## src/rtl/fpu_cmp_issue_if.sv

```systemverilog
// Signal bundle between FPU dispatch, the FP compare unit and integer writeback.
// The slave modport is the sequencing stage; the master modport is its environment.
interface fpu_cmp_issue_if;
   logic        req_valid;
   logic        req_ready;
   logic [1:0]  req_op;
   logic [31:0] req_a;
   logic [31:0] req_b;
   logic [4:0]  req_rd;
   logic [31:0] cmp_a;
   logic [31:0] cmp_b;
   logic        cmp_is_eq;
   logic        cmp_is_le;
   logic [31:0] cmp_q;
   logic        rsp_valid;
   logic        rsp_ready;
   logic [31:0] rsp_data;
   logic [4:0]  rsp_rd;
   logic        rsp_err;
   logic        rsp_invalid;
   logic        busy;

   modport slave (
      input  req_valid, req_op, req_a, req_b, req_rd, cmp_q, rsp_ready,
      output req_ready, cmp_a, cmp_b, cmp_is_eq, cmp_is_le,
             rsp_valid, rsp_data, rsp_rd, rsp_err, rsp_invalid, busy
   );

   modport master (
      output req_valid, req_op, req_a, req_b, req_rd, cmp_q, rsp_ready,
      input  req_ready, cmp_a, cmp_b, cmp_is_eq, cmp_is_le,
             rsp_valid, rsp_data, rsp_rd, rsp_err, rsp_invalid, busy
   );
endinterface

```

## src/rtl/fpu_cmp_issue.sv

```systemverilog
// Sequencing stage around the fixed-latency FP compare unit: one feq/flt/fle in flight.
// Optional NaN detection (forces unordered result, raises rsp_invalid) under `FPU_CMP_NAN_EN.
module fpu_cmp_issue #(
   parameter int unsigned LATENCY = 1
) (
   input  logic           clk,
   input  logic           rstn,
   fpu_cmp_issue_if.slave bus
);

   typedef enum logic [1:0] {
      IDLE = 2'd0,
      WAIT = 2'd1,
      RESP = 2'd2
   } state_e;

   localparam logic [3:0] LAT_INIT = 4'(LATENCY);
   localparam logic [1:0] OP_LE    = 2'b01;
   localparam logic [1:0] OP_EQ    = 2'b10;
   localparam logic [1:0] OP_RSVD  = 2'b11;

   state_e      state_q, state_d;
   logic [3:0]  cnt_q, cnt_d;
   logic [31:0] cmp_a_q, cmp_a_d;
   logic [31:0] cmp_b_q, cmp_b_d;
   logic        is_eq_q, is_eq_d;
   logic        is_le_q, is_le_d;
   logic [4:0]  rd_q, rd_d;
   logic        rsvd_q, rsvd_d;
   logic        rsp_valid_q, rsp_valid_d;
   logic        rsp_bit_q, rsp_bit_d;
   logic [4:0]  rsp_rd_q, rsp_rd_d;
   logic        rsp_err_q, rsp_err_d;
`ifdef FPU_CMP_NAN_EN
   logic        nan_q, nan_d;
   logic        rsp_inv_q, rsp_inv_d;
`endif

   logic req_ready;
   logic accept;
   logic unused_cmp_hi;

`ifdef FPU_CMP_NAN_EN
   function automatic logic is_nan(input logic [31:0] f);
      return (f[30:23] == 8'hFF) && (f[22:0] != 23'd0);
   endfunction
`endif

   // A response being drained in the same cycle frees the slot for the next request.
   assign req_ready = (state_q == IDLE) | ((state_q == RESP) & bus.rsp_ready);
   assign accept    = bus.req_valid & req_ready;

   // The compare unit only drives bit 0 with meaning.
   assign unused_cmp_hi = ^bus.cmp_q[31:1];

   always_comb begin
      // NOTE: every variable gets its hold value first so no path leaves it unassigned (no latches).
      state_d     = state_q;
      cnt_d       = cnt_q;
      cmp_a_d     = cmp_a_q;
      cmp_b_d     = cmp_b_q;
      is_eq_d     = is_eq_q;
      is_le_d     = is_le_q;
      rd_d        = rd_q;
      rsvd_d      = rsvd_q;
      rsp_valid_d = rsp_valid_q;
      rsp_bit_d   = rsp_bit_q;
      rsp_rd_d    = rsp_rd_q;
      rsp_err_d   = rsp_err_q;
`ifdef FPU_CMP_NAN_EN
      nan_d       = nan_q;
      rsp_inv_d   = rsp_inv_q;
`endif

      unique case (state_q)
         IDLE: ;
         WAIT: begin
            if (cnt_q != 4'd0) begin
               cnt_d = cnt_q - 4'd1;
            end else begin
`ifdef FPU_CMP_NAN_EN
               rsp_bit_d = bus.cmp_q[0] & ~rsvd_q & ~nan_q;
               rsp_inv_d = nan_q;
`else
               rsp_bit_d = bus.cmp_q[0] & ~rsvd_q;
`endif
               rsp_err_d   = rsvd_q;
               rsp_rd_d    = rd_q;
               rsp_valid_d = 1'b1;
               state_d     = RESP;
            end
         end
         RESP: begin
            if (bus.rsp_ready) begin
               rsp_valid_d = 1'b0;
               state_d     = IDLE;
            end
         end
         default: state_d = IDLE;
      endcase

      // Accept overrides the RESP->IDLE exit so back-to-back requests see no bubble.
      if (accept) begin
         cmp_a_d = bus.req_a;
         cmp_b_d = bus.req_b;
         is_eq_d = (bus.req_op == OP_EQ);
         is_le_d = (bus.req_op == OP_LE);
         rd_d    = bus.req_rd;
         rsvd_d  = (bus.req_op == OP_RSVD);
`ifdef FPU_CMP_NAN_EN
         nan_d   = is_nan(bus.req_a) | is_nan(bus.req_b);
`endif
         cnt_d   = LAT_INIT;
         state_d = WAIT;
      end
   end

   // NOTE: sequential state uses non-blocking assignments so every flop samples pre-edge values.
   always_ff @(posedge clk or negedge rstn) begin
      if (!rstn) begin
         state_q     <= IDLE;
         cnt_q       <= 4'd0;
         cmp_a_q     <= 32'd0;
         cmp_b_q     <= 32'd0;
         is_eq_q     <= 1'b0;
         is_le_q     <= 1'b0;
         rd_q        <= 5'd0;
         rsvd_q      <= 1'b0;
         rsp_valid_q <= 1'b0;
         rsp_bit_q   <= 1'b0;
         rsp_rd_q    <= 5'd0;
         rsp_err_q   <= 1'b0;
`ifdef FPU_CMP_NAN_EN
         nan_q       <= 1'b0;
         rsp_inv_q   <= 1'b0;
`endif
      end else begin
         state_q     <= state_d;
         cnt_q       <= cnt_d;
         cmp_a_q     <= cmp_a_d;
         cmp_b_q     <= cmp_b_d;
         is_eq_q     <= is_eq_d;
         is_le_q     <= is_le_d;
         rd_q        <= rd_d;
         rsvd_q      <= rsvd_d;
         rsp_valid_q <= rsp_valid_d;
         rsp_bit_q   <= rsp_bit_d;
         rsp_rd_q    <= rsp_rd_d;
         rsp_err_q   <= rsp_err_d;
`ifdef FPU_CMP_NAN_EN
         nan_q       <= nan_d;
         rsp_inv_q   <= rsp_inv_d;
`endif
      end
   end

   assign bus.req_ready   = req_ready;
   assign bus.cmp_a       = cmp_a_q;
   assign bus.cmp_b       = cmp_b_q;
   assign bus.cmp_is_eq   = is_eq_q;
   assign bus.cmp_is_le   = is_le_q;
   assign bus.rsp_valid   = rsp_valid_q;
   assign bus.rsp_data    = {31'd0, rsp_bit_q};
   assign bus.rsp_rd      = rsp_rd_q;
   assign bus.rsp_err     = rsp_err_q;
`ifdef FPU_CMP_NAN_EN
   assign bus.rsp_invalid = rsp_inv_q;
`else
   assign bus.rsp_invalid = 1'b0;
`endif
   assign bus.busy        = (state_q != IDLE);

endmodule

```

## src/flat_wrapper.sv

```systemverilog
// flat-port wrapper written by rule: the top's interface ports become plain ports
module fpu_cmp_issue_flat 
#(
   parameter int unsigned LATENCY = 1
)
  (clk, rstn, bus_req_valid, bus_req_op, bus_req_a, bus_req_b, bus_req_rd, bus_cmp_q, bus_rsp_ready, bus_req_ready, bus_cmp_a, bus_cmp_b, bus_cmp_is_eq, bus_cmp_is_le, bus_rsp_valid, bus_rsp_data, bus_rsp_rd, bus_rsp_err, bus_rsp_invalid, bus_busy);
  fpu_cmp_issue_if bus_i ();
  input  logic clk;
  input  logic rstn;
  input wire logic [$bits(bus_i.req_valid)-1:0] bus_req_valid;
  input wire logic [$bits(bus_i.req_op)-1:0] bus_req_op;
  input wire logic [$bits(bus_i.req_a)-1:0] bus_req_a;
  input wire logic [$bits(bus_i.req_b)-1:0] bus_req_b;
  input wire logic [$bits(bus_i.req_rd)-1:0] bus_req_rd;
  input wire logic [$bits(bus_i.cmp_q)-1:0] bus_cmp_q;
  input wire logic [$bits(bus_i.rsp_ready)-1:0] bus_rsp_ready;
  output wire logic [$bits(bus_i.req_ready)-1:0] bus_req_ready;
  output wire logic [$bits(bus_i.cmp_a)-1:0] bus_cmp_a;
  output wire logic [$bits(bus_i.cmp_b)-1:0] bus_cmp_b;
  output wire logic [$bits(bus_i.cmp_is_eq)-1:0] bus_cmp_is_eq;
  output wire logic [$bits(bus_i.cmp_is_le)-1:0] bus_cmp_is_le;
  output wire logic [$bits(bus_i.rsp_valid)-1:0] bus_rsp_valid;
  output wire logic [$bits(bus_i.rsp_data)-1:0] bus_rsp_data;
  output wire logic [$bits(bus_i.rsp_rd)-1:0] bus_rsp_rd;
  output wire logic [$bits(bus_i.rsp_err)-1:0] bus_rsp_err;
  output wire logic [$bits(bus_i.rsp_invalid)-1:0] bus_rsp_invalid;
  output wire logic [$bits(bus_i.busy)-1:0] bus_busy;
  assign bus_i.req_valid = bus_req_valid;
  assign bus_i.req_op = bus_req_op;
  assign bus_i.req_a = bus_req_a;
  assign bus_i.req_b = bus_req_b;
  assign bus_i.req_rd = bus_req_rd;
  assign bus_i.cmp_q = bus_cmp_q;
  assign bus_i.rsp_ready = bus_rsp_ready;
  assign bus_req_ready = bus_i.req_ready;
  assign bus_cmp_a = bus_i.cmp_a;
  assign bus_cmp_b = bus_i.cmp_b;
  assign bus_cmp_is_eq = bus_i.cmp_is_eq;
  assign bus_cmp_is_le = bus_i.cmp_is_le;
  assign bus_rsp_valid = bus_i.rsp_valid;
  assign bus_rsp_data = bus_i.rsp_data;
  assign bus_rsp_rd = bus_i.rsp_rd;
  assign bus_rsp_err = bus_i.rsp_err;
  assign bus_rsp_invalid = bus_i.rsp_invalid;
  assign bus_busy = bus_i.busy;
  fpu_cmp_issue #(.LATENCY(LATENCY)) u_core (.clk(clk), .rstn(rstn), .bus(bus_i));
endmodule
```

## config.mk

```make
export PLATFORM = sky130hd
export DESIGN_NAME = fpu_cmp_issue_flat
export DESIGN_NICKNAME = d
export VERILOG_FILES = /design/src/rtl/fpu_cmp_issue_if.sv /design/src/rtl/fpu_cmp_issue.sv /design/src/flat_wrapper.sv
export SDC_FILE = /design/constraint.sdc
export NUM_CORES = 1
export LEC_CHECK = 0
export ABC_AREA = 1
export CAP_MARGIN = 20
export CORE_ASPECT_RATIO = 0.5
export CORE_MARGIN = 5
export CORE_UTILIZATION = 67
export DETAILED_ROUTE_END_ITERATION = 10
export DONT_BUFFER_PORTS = 1
export GPL_ROUTABILITY_DRIVEN = 0
export PLACE_DENSITY = 0.83
export SETUP_SLACK_MARGIN = 0.4
export SYNTH_ARGS = -nofsm -noshare
export SYNTH_HDL_FRONTEND = slang
export SYNTH_SLANG_ARGS = --single-unit
```

## constraint.sdc

```tcl
create_clock -name clk -period 2.3 [get_ports clk]
set_clock_uncertainty 0.05 [all_clocks]
set_input_delay 0 -clock clk [delete_from_list [all_inputs] [get_ports clk]]
set_output_delay 0 -clock clk [all_outputs]
set_load 0.02 [all_outputs]
```

==> key figures, run 1 <==
Timing
  • Fin crit period: 1790 ps
  • Count of final max-slew check failures: 0
  • Final hold violation count: 86
  • Slew headroom: 63.8%
  • Total negative setup slack: 0 ps
  • Hold_ws: -724 ps
  • Crit share post-route: 77.7%
  • # setup viols final: 0
  • Worst slew pin tran: 543 ps
  • RSZ-0062 raised after global routing: false
  • Max Fclk: 0.560 GHz

CTS
  • TritonCTS clock tree: done
  • Clk sinks: 86
  • Clock Path Buffers: 2
  • Clk root buf: clkbuf_8
  • Postcts setup bufs: 0
  • Clk Latency, worst-skew pair: 340 ps
  • Hold Buf Count CTS: 75
  • H-tree depth: 3
  • Clk slew on worst S/H paths: 100 ps
  • TritonCTS Buffers: 9

Route
  • Drt wl/cell: 16.8 um
  • 1st-pass router iterations: 6
  • Detailed-route via count: 2,914
  • Antenna-violating nets left: 0
  • Via-per-instance ratio: 5.20
  • Routed WL: 9430 um
  • Residual DRC: 0
  • Initial drt markers: 274

Cells and area
  • Commonest non-fill, non-tap cell in the layout: nand2_1
  • Layout area overhead: 21.6%
  • Share of post-route cells with drive strength above 1: 5.54%
  • Nets@finish: 591
  • Antenna Diode Count: 0
  • Final design area excluding fillers: 4450 um^2
  • Leading cell types in the layout, fill and taps excluded: nand2_1, dfrtp_1, dlygate4sd3_1

Logic synthesis
  • Avg Synthesized Cell Area: 8.89 um^2
  • Post-synthesis adder-cell area fraction: 0.683%
  • Complex-gate fraction of the synthesized area: 2.32%
  • Largest area contributor in the netlist: dfrtp_1
  • Multiplexer area fraction after synthesis: 0%
  • Post-Synth XOR/XNOR Area: 0.239%
  • Sequential area share after synthesis: 58.7%
  • Synthesized area: 3660 um^2
  • Synth Warn #: 0
  • Synth top area share: 58.7%
  • Seq cells post-synth: 86
  • Mapped Cells: 412
  • Post-Synth Simple-Gate Area: 26.0%
  • Yosys cell types: 23
  • Largest family of logic cells by synthesized area: simple AND/OR/NAND/NOR gates
  • Top cells by area, synth: dfrtp_1, nand2_1, buf_4

GRT
  • Vias in the first global route: 2,940
  • First-pass GRT wire length: 15,000 um
  • Initial antenna violation count: 0
  • Largest net degree at the start of global routing: 87
  • Remaining global-route overflow: 0
  • All-layer global routing usage: 26.9%

Hold path
  • Worst Hold Class: in -> async

Worst setup path
  • Reg2reg end: u_core.bus.cmp_a[0]$_DFFE_PN0N_
  • Worst path required time: 2540 ps
  • Reg-to-Reg Start: u_core.state_q[1]$_DFFE_PN0P_
  • Worst Path Arrival: 2020 ps
  • CP startpoint kind: register
  • Worst-case reg-to-reg path depth: 6
  • CP Class: reg -> reg
  • R2R Setup Slk: 510 ps
  • CP Capture Type: register
  • Critical path peak fanout: 49
  • Crit path from: u_core.state_q[1]$_DFFE_PN0P_

Run status
  • Failing checks: negative hold slack
  • Status: complete, but fails checks

Floorplan
  • Die height: 62.3 um
  • Die W: 115 um
  • Num ports: 215
  • Die area: 7140 um^2
  • Core footprint: 5400 um^2
  • Initial Util: 67.9%
  • Row Count: 19

Flow run
  • Max Cap Viol: 0

Placed design
  • Placed inst area: 3510 um^2
  • Port bufs: 0
  • HPWL Detailed: 5140 um

Pwr
  • Leak: 0.00238 uW
  • Maximum vdd drop: 0.946 mV
  • Power Density: 1380 nW/um^2
## worst max-delay path: stages, from the launching register on
cell and delay (ps):
dfrtp_1 440, a21oi_4 290, nand2_2 110, inv_2 330
buf_12 280, nand2_1 110, nand2_1 90
## where the power goes
part           total, uW  internal [uW]  switching (uW)
Clock                986            418             568
Sequential          3540           2220            1320
Combinational       1600            554            1050
Total               6130           3190            2940
## metal layers
metal	share of wire [%]	vias to the layer above	GRT usage, %
li1	-	1315	-
met3	12	24	10.3
met4	2.2	0	8.30
met2	52	178	47.7
met1	34	1397	30.0
met5	0	-	0
## state kept, by name, summed over array words and instances, names as in the netlist
signal                cells
u_core.rsp_bit_q          1
u_core.bus.rsp_rd         5
u_core.state_q            2
u_core.rsvd_q             1
u_core.bus.cmp_b         32
u_core.bus.cmp_is_le      1
u_core.bus.cmp_a         32
u_core.bus.rsp_err        1
u_core.bus.cmp_is_eq      1
u_core.rd_q               5
u_core.cnt_q              4
u_core.bus.rsp_valid      1
## area by class of cell
cell class	instances	area (um^2)
inverter	13	48.8
clock inverter	7	65.1
sequential	86	2150
tap	73	91.3
clock buffer	9	124
fill	297	942
timing repair buffer	77	782
multi-input combinational	295	1190
## stage by stage
| stage | worst slack (ps) | total power (uW) | cells | utilization, % | hold slack (ps) |
|---|---|---|---|---|---|
| CTS | 476 | 6050 | 560 | 82.5 | -727 |
| detailed placement | 509 | 4960 | 469 | 65.1 | -344 |
| global route | 416 | 6530 | 560 | 82.5 | -750 |
| finish | 514 | 6130 | 560 | 82.5 | -724 |
| global placement | 645 | 4820 | 469 | 65.1 | -344 |
| floorplan | 989 | 4690 | 443 | - | -346 |
## how the worst max path moves through the flow
stage	end	cells past startpoint	slack (ps)
6_report	u_core.bus.cmp_a[0]$_DFFE_PN0N_	6	510
5_1_grt	u_core.bus.cmp_is_eq$_DFFE_PN0N_	6	420
4_1_cts	u_core.cnt_q[2]$_DFFE_PN0P_	5	480
3_5_place_dp	u_core.cnt_q[2]$_DFFE_PN0P_	5	510
3_3_place_gp	u_core.cnt_q[0]$_DFFE_PN0P_	6	640
2_1_floorplan	u_core.bus.cmp_is_eq$_DFFE_PN0N_	6	990
## cells in the mapped netlist
| cell | number |
|---|---|
| nor2_1 | 6 |
| o21ai_0 | 6 |
| buf_2 | 1 |
| clkbuf_1 | 1 |
| nand3_1 | 3 |
| o21ai_2 | 3 |
| nor3_1 | 1 |
| buf_4 | 40 |
| inv_1 | 11 |
| inv_2 | 2 |
| nand2_2 | 1 |
| xor2_1 | 1 |
| ha_1 | 2 |
| dfrtp_1 | 86 |
| o31ai_1 | 1 |
| nand4_1 | 2 |
| o21ai_1 | 1 |
| a21oi_4 | 1 |
| conb_1 | 1 |
| buf_6 | 7 |
| nor2_2 | 1 |
| nand2_1 | 233 |
| nand3_2 | 1 |
## kinds of logic (layout without fill, tap and decap cells)
group           after synthesis  in the layout
buf+inv                      62            106
xor+xnor                      1              1
simple gates                248            248
other cells                   1             32
fa+ha+maj                     2              2
flops                        86             86
compound gates               12             12
## what timing repair did
action | in CTS | in global routing
setup endpoints to repair | 0 | 1
gates resized for setup | 0 | 1
endpoints found under the hold margin | 161 | 86
Power figures use the tool's default switching activity.
==> inputs of run 2 (changes only) <==
--- a/config.mk
+++ b/config.mk
@@ -9,11 +9,11 @@
 export CAP_MARGIN = 20
 export CORE_ASPECT_RATIO = 0.5
 export CORE_MARGIN = 5
-export CORE_UTILIZATION = 67
+export CORE_UTILIZATION = 62
 export DETAILED_ROUTE_END_ITERATION = 10
 export DONT_BUFFER_PORTS = 1
 export GPL_ROUTABILITY_DRIVEN = 0
-export PLACE_DENSITY = 0.83
+export PLACE_DENSITY = 0.78
 export SETUP_SLACK_MARGIN = 0.4
 export SYNTH_ARGS = -nofsm -noshare
 export SYNTH_HDL_FRONTEND = slang
==> constraint.sdc (replaced) <==
create_clock -name clk -period 1.8 [get_ports clk]
set_clock_uncertainty 0.05 [all_clocks]
set_input_delay 0 -clock clk [delete_from_list [all_inputs] [get_ports clk]]
set_output_delay 0 -clock clk [all_outputs]
set_load 0.02 [all_outputs]
==> run 2 against run 1 <==
  * The flow still finishes with violations (negative hold slack)
  * Count of clock-buffer cells in the layout up 1
  * Power up 43%
  * First-iteration DRC count up 20%
  * Global-route usage down 0.45 points
  * Setup slack worse by 79 ps
  * Non-clock buffer count up 6
  * Final cell count up 0.89%
  * Critical path depth up 1
  * Critical path type unchanged
  * Largest cell class unchanged
==> key figures, run 2 (synthesized netlist as in run 1, its figures left out) <==
Timing
  • # setup viols final: 0
  • RSZ-0062 raised after global routing: false
  • Count of final max-slew check failures: 0
  • Worst setup margin: 435 ps
  • Fin crit period: 1370 ps
  • Max Fclk: 0.733 GHz
  • Crit share post-route: 75.8%
  • Final hold violation count: 86
  • Hold_ws: -686 ps
  • Total negative setup slack: 0 ps

Hold path
  • Worst Hold Class: in -> async

GRT
  • First-pass GRT wire length: 16,100 um
  • Remaining global-route overflow: 0
  • Largest net degree at the start of global routing: 87
  • Vias in the first global route: 3,032
  • Initial antenna violation count: 0
  • All-layer global routing usage: 26.5%

Worst setup path
  • CP Class: reg -> reg
  • Critical path peak fanout: 5
  • CP Cell Sequence: inv_1 > ha_4 > nand2_1 > nand2_2 > nor2_1 > nor2_1 > nor2_1
  • CP dominant cell by count: nor2_1
  • Worst Path Arrival: 1530 ps
  • Worst path required time: 1960 ps
  • Slowest CP cell: dfrtp_1
  • CP startpoint kind: register
  • CP Capture Type: register
  • CP peak stage delay: 380 ps

CTS
  • Clk root buf: clkbuf_16
  • Hold Buf Count CTS: 75
  • Clk Latency, worst-skew pair: 320 ps
  • Clk slew on worst S/H paths: 60 ps
  • TritonCTS clock tree: done
  • Clk sinks: 86
  • Clock Path Buffers: 2
  • H-tree depth: 3
  • TritonCTS Buffers: 9

Floorplan
  • Core footprint: 5610 um^2
  • Num ports: 215
  • Initial Util: 65.3%
  • Die W: 119 um
  • Row Count: 19
  • Die area: 7640 um^2
  • Die height: 64.4 um

Route
  • Routed WL: 10,600 um
  • Via-per-instance ratio: 5.31
  • Antenna-violating nets left: 0
  • Residual DRC: 0
  • 1st-pass router iterations: 5
  • Detailed-route via count: 2,999
  • Initial drt markers: 329
  • Drt wl/cell: 18.7 um

Run status
  • Status: complete, but fails checks
  • Failing checks: negative hold slack

Pwr
  • Clock power share: 20.7%
  • Combinational Power Share: 27.1%
  • Switching share of total power: 44.8%
  • Internal Pwr Total: 4840 uW
  • Maximum vdd drop: 1.15 mV
  • Sequential power share: 52.2%
  • NetSw: 3930 uW
  • Leak: 0.00249 uW
  • Power Density: 1860 nW/um^2

Cells and area
  • Commonest non-fill, non-tap cell in the layout: nand2_1
  • Area of the multi-input gates: 1230 um^2
  • Antenna Diode Count: 0
  • Filler cells: 295
  • Nets@finish: 597
  • Share of post-route cells with drive strength above 1: 7.72%
  • Layout area overhead: 28.5%
  • Reg area: 2150 um^2
  • Leading cell types in the layout, fill and taps excluded: nand2_1, dfrtp_1, dlygate4sd3_1

Placed design
  • Port bufs: 0
  • HPWL Detailed: 5680 um
  • Pre-CTS setup slack: 381 ps

Flow run
  • Max Cap Viol: 0
==> run 2: cell count changes in the layout (fill, tap and decap cells not counted), sizes merged <==
cell and delta:
buf +4, bufinv +1, clkbuf +3, clkinv +3, clkinvlp -2, inv -4
==> run 2: power by group through the flow <==
stage | clock (uW) | combinational (uW) | sequential [uW]
3_5_place_dp | 0 | 1890 | 4540
6_report | 1820 | 2370 | 4580
4_1_cts | 1850 | 2020 | 4530
3_3_place_gp | 0 | 1730 | 4520
5_1_grt | 1940 | 2660 | 4670
2_1_floorplan | 0 | 1700 | 4290
==> run 2: layer usage <==
metal | part of all wire (%) | global-route usage, % | up-vias
met2 | 51 | 45.7 | 185
met3 | 10 | 11.7 | 21
li1 | - | - | 1334
met1 | 37 | 30.9 | 1459
met5 | 0 | 0 | -
met4 | 2.0 | 6.35 | 0
==> run 2: cell type report <==
| type | instances | share of cell area (%) |
|---|---|---|
| clock inverter | 5 | 1.28 |
| clock buffer | 10 | 5.08 |
| inverter | 13 | 1.14 |
| multi-input combinational | 295 | 26.1 |
| timing repair buffer | 83 | 18.7 |
| sequential | 86 | 45.8 |
| tap | 73 | 1.94 |
==> run 2: critical path, delay by kind of cell (launching register included) <==
family        cells  cell delay [ps]
fa+ha+maj         1              180
buf+inv           1              150
simple gates      5              500
flops             1              380
==> run 2: stage by stage <==
| stage | instance area [um^2] | total power [uW] | utilization (%) | instances |
|---|---|---|---|---|
| floorplan | 3780 | 6000 | - | 443 |
| global placement | 3550 | 6250 | 63.2 | 472 |
| detailed placement | 3550 | 6430 | 63.2 | 472 |
| CTS | 4600 | 8400 | 81.9 | 562 |
| global route | 4710 | 9270 | 83.9 | 565 |
| finish | 4710 | 8770 | 83.9 | 565 |
==> run 2: timing repair <==
action / CTS / global route
cloned: 0 / 2
hold endpoints to repair: 161 / 86
gates resized for setup: 0 / 15
pin swaps: 0 / 1
endpoints found under the setup margin: 5 / 85
buffers inserted: 0 / 1
==> run 2: path summary, 6_finish.rpt <==
| path | start | endpoint | cells after the start | slack (ps) |
|---|---|---|---|---|
| worst max register to register | u_core.cnt_q[1]$_DFFE_PN0P_ | u_core.cnt_q[3]$_DFFE_PN0P_ | 7 | 430 |
| worst min register to register | u_core.rd_q[1]$_DFFE_PN0N_ | u_core.rd_q[1]$_DFFE_PN0N_ | 2 | 440 |
| max in group asynchronous | rstn | u_core.state_q[1]$_DFFE_PN0P_ | 0 | 2220 |
| min in group clk | bus_req_a[12] | u_core.bus.cmp_a[12]$_DFFE_PN0N_ | 3 | 270 |
| worst max-delay path | u_core.cnt_q[1]$_DFFE_PN0P_ | u_core.cnt_q[3]$_DFFE_PN0P_ | 7 | 430 |
| worst min-delay path | rstn | u_core.bus.cmp_b[17]$_DFFE_PN0N_ | 0 | -690 |
==> inputs of run 3 (changes only) <==
--- a/config.mk
+++ b/config.mk
@@ -5,15 +5,15 @@
 export SDC_FILE = /design/constraint.sdc
 export NUM_CORES = 1
 export LEC_CHECK = 0
-export ABC_AREA = 1
+export ABC_AREA = 0
 export CAP_MARGIN = 20
 export CORE_ASPECT_RATIO = 0.5
 export CORE_MARGIN = 5
-export CORE_UTILIZATION = 62
+export CORE_UTILIZATION = 57
 export DETAILED_ROUTE_END_ITERATION = 10
 export DONT_BUFFER_PORTS = 1
 export GPL_ROUTABILITY_DRIVEN = 0
-export PLACE_DENSITY = 0.78
+export PLACE_DENSITY = 0.75
 export SETUP_SLACK_MARGIN = 0.4
 export SYNTH_ARGS = -nofsm -noshare
 export SYNTH_HDL_FRONTEND = slang
==> constraint.sdc (replaced) <==
create_clock -name clk -period 1.2 [get_ports clk]
set_clock_uncertainty 0.05 [all_clocks]
set_input_delay 0 -clock clk [delete_from_list [all_inputs] [get_ports clk]]
set_output_delay 0 -clock clk [all_outputs]
set_load 0.02 [all_outputs]
==> run 3 against run 2 <==
  * The run ends with negative hold slack, negative setup slack left
  * Hold slack worse by 0.89 ps
  * Utilization is 3.7 points lower
  * Clock power up 55%
  * Critical endpoint is now u_core.bus.rsp_rd[2]$_DFFE_PN0P_
  * Highest routed layer unchanged
==> key figures, run 3 <==
GRT
  • Remaining global-route overflow: 0
  • Vias in the first global route: 2,495
  • Largest net degree at the start of global routing: 87
  • Initial antenna violation count: 1
  • All-layer global routing usage: 20.0%
  • First-pass GRT wire length: 13,100 um

CTS
  • TritonCTS clock tree: done
  • TritonCTS Buffers: 9
  • Clk root buf: clkbuf_16
  • Clk slew on worst S/H paths: 60 ps
  • Clock Path Buffers: 2
  • Hold Buf Count CTS: 74
  • Clk Latency, worst-skew pair: 330 ps
  • H-tree depth: 3
  • Clk sinks: 86

Route
  • Antenna-violating nets left: 0
  • Routed WL: 9480 um
  • 1st-pass router iterations: 4
  • Via-per-instance ratio: 5.03
  • Detailed-route via count: 2,282
  • Initial drt markers: 115
  • Residual DRC: 0
  • Drt wl/cell: 20.9 um

Logic synthesis
  • Post-synth EDFFs: 0
  • Mapped Cells: 249
  • Synth Warn #: 0
  • Avg Synthesized Cell Area: 15.5 um^2
  • Post-Synth XOR/XNOR Area: 0%
  • Yosys cell types: 27
  • Largest area contributor in the netlist: dfrtp_1
  • Synthesized area: 3850 um^2
  • Post-Synth Simple-Gate Area: 3.86%
  • Async set-reset flop share out of synthesis: 100%
  • Complex-gate fraction of the synthesized area: 1.95%
  • Post-synth top cells: dfrtp_1, mux2_4, buf_4, mux2_2, o21ai_0
  • Multiplexer area fraction after synthesis: 27.7%
  • Synth top area share: 55.9%
  • Top cells by area, synth: dfrtp_1, mux2_4, mux2_2
  • Synth Flop Type: dfrtp_1
  • Sequential area share after synthesis: 55.9%
  • Post-synthesis adder-cell area fraction: 0.650%
  • Count leader, synth: dfrtp_1
  • Seq cells post-synth: 86
  • Largest family of logic cells by synthesized area: multiplexers

Pwr
  • Internal Pwr Total: 9670 uW
  • Power Density: 2890 nW/um^2
  • Total power: 15,300 uW
  • Clock power share: 18.5%
  • Leak: 0.00245 uW
  • Switching share of total power: 36.9%
  • Combinational Power Share: 32.8%
  • Sequential power share: 48.7%
  • NetSw: 5660 uW
  • Maximum vdd drop: 1.42 mV

Run status
  • Failing checks: negative hold slack, negative setup slack
  • Status: complete, but fails checks

Worst setup path
  • CP Class: reg -> reg
  • CP Cell Sequence: buf_6 > nor3b_4 > nand2_4 > mux2_4
  • Worst path required time: 1360 ps
  • CP delay by family, top: flip-flops
  • CP bufs+invs: 1
  • Slowest CP cell: dfrtp_2
  • Critical path peak fanout: 8
  • CP Capture Type: register
  • Worst Path Arrival: 1680 ps
  • CP startpoint kind: register
  • CP peak stage delay: 450 ps

Cells and area
  • Post-Route Utilization: 80.2%
  • Nets@finish: 466
  • Commonest non-fill, non-tap cell in the layout: dlygate4sd3_1
  • Leading cell types in the layout, fill and taps excluded: dlygate4sd3_1, dfrtp_2, mux2_4
  • Layout area overhead: 37.9%
  • Final design area excluding fillers: 5310 um^2
  • Non-filler instance count after layout: 454
  • Share of post-route cells with drive strength above 1: 59.3%

Timing
  • Worst setup margin: -319 ps
  • Max Fclk: 0.659 GHz
  • # setup viols final: 88
  • Fin crit period: 1520 ps
  • Hold_ws: -687 ps
  • RSZ-0062 raised after global routing: true
  • Crit share post-route: 127%
  • Final hold violation count: 86
  • Count of final max-slew check failures: 0

Floorplan
  • Num ports: 215
  • Initial Util: 58.2%
  • Die height: 68.1 um
  • Die W: 126 um
  • Row Count: 21
  • Core footprint: 6620 um^2
  • Die area: 8600 um^2

Placed design
  • Placed inst area: 3880 um^2
  • Inst Count DP: 347
  • Port bufs: 0
  • HPWL Detailed: 5680 um

Flow run
  • Max Cap Viol: 0

Hold path
  • Worst Hold Class: in -> async
## run 3: cell count changes in the layout (fill, tap and decap cells not counted), sizes merged, moves of 2 or more
cell    change
nor2b       +4
mux2i       +2
inv         -9
nand4       -2
mux2       +76
nand2     -225
nor2        -4
nand2b      +4
buf        +23
nand3       -4
## run 3: final timing paths
kind	from	to	slack [ps]	depth (start not counted)
worst min register to register	u_core.rd_q[4]$_DFFE_PN0N_	u_core.bus.rsp_rd[4]$_DFFE_PN0P_	460	1
worst max-delay path	u_core.state_q[1]$_DFFE_PN0P_	u_core.bus.rsp_rd[2]$_DFFE_PN0P_	-320	4
worst max register to register	u_core.state_q[1]$_DFFE_PN0P_	u_core.bus.rsp_rd[2]$_DFFE_PN0P_	-320	4
max in group asynchronous	rstn	u_core.bus.cmp_a[14]$_DFFE_PN0N_	1640	0
worst min-delay path	rstn	u_core.bus.rsp_valid$_DFFE_PN0P_	-690	0
min in group clk	bus_req_valid	u_core.rd_q[1]$_DFFE_PN0N_	110	3
## run 3: power by group through the flow
stage               sequential [uW]  combinational (uW)  clock [uW]
global placement               7090                3770           0
floorplan                      6750                3470           0
global route                   7620                5350        3040
detailed placement             7170                3970           0
CTS                            7400                4450        2910
finish                         7460                5030        2830
## run 3: kinds of logic after synthesis
family / after synthesis
buf+inv: 45
compound gates: 13
fa+ha+maj: 2
simple gates: 24
flops: 86
other cells: 1
mux: 78
## run 3: area by class of cell
type | instances | area (um^2)
sequential | 86 | 2240
multi-input combinational | 150 | 1520
fill | 345 | 1310
timing repair buffer | 106 | 1110
clock buffer | 10 | 229
tap | 92 | 115
clock inverter | 5 | 75.1
inverter | 4 | 15.0
antenna | 1 | 2.50
## run 3: layer usage
layer  GRT usage (%)  vias to the layer above  wire, um
met2            37.8                      106      5130
li1                -                     1006         -
met1            21.3                     1155      3420
met3            7.01                       15       747
met5               0                        -         0
met4            7.75                        0       171
## run 3: metrics by stage
| stage | worst slack (ps) | TNS [ps] |
|---|---|---|
| CTS | -266 | -17730 |
| floorplan | -210 | -13170 |
| global route | -325 | -23960 |
| global placement | -194 | -11680 |
| detailed placement | -251 | -15720 |
| finish | -319 | -20790 |
## run 3: what timing repair did
item | CTS | global route
gates cloned | 0 | 6
buffers inserted | 7 | 4
setup endpoints to repair | 162 | 162
hold endpoints to repair | 162 | 86
pin swaps | 9 | 9
gates resized for setup | 83 | 24
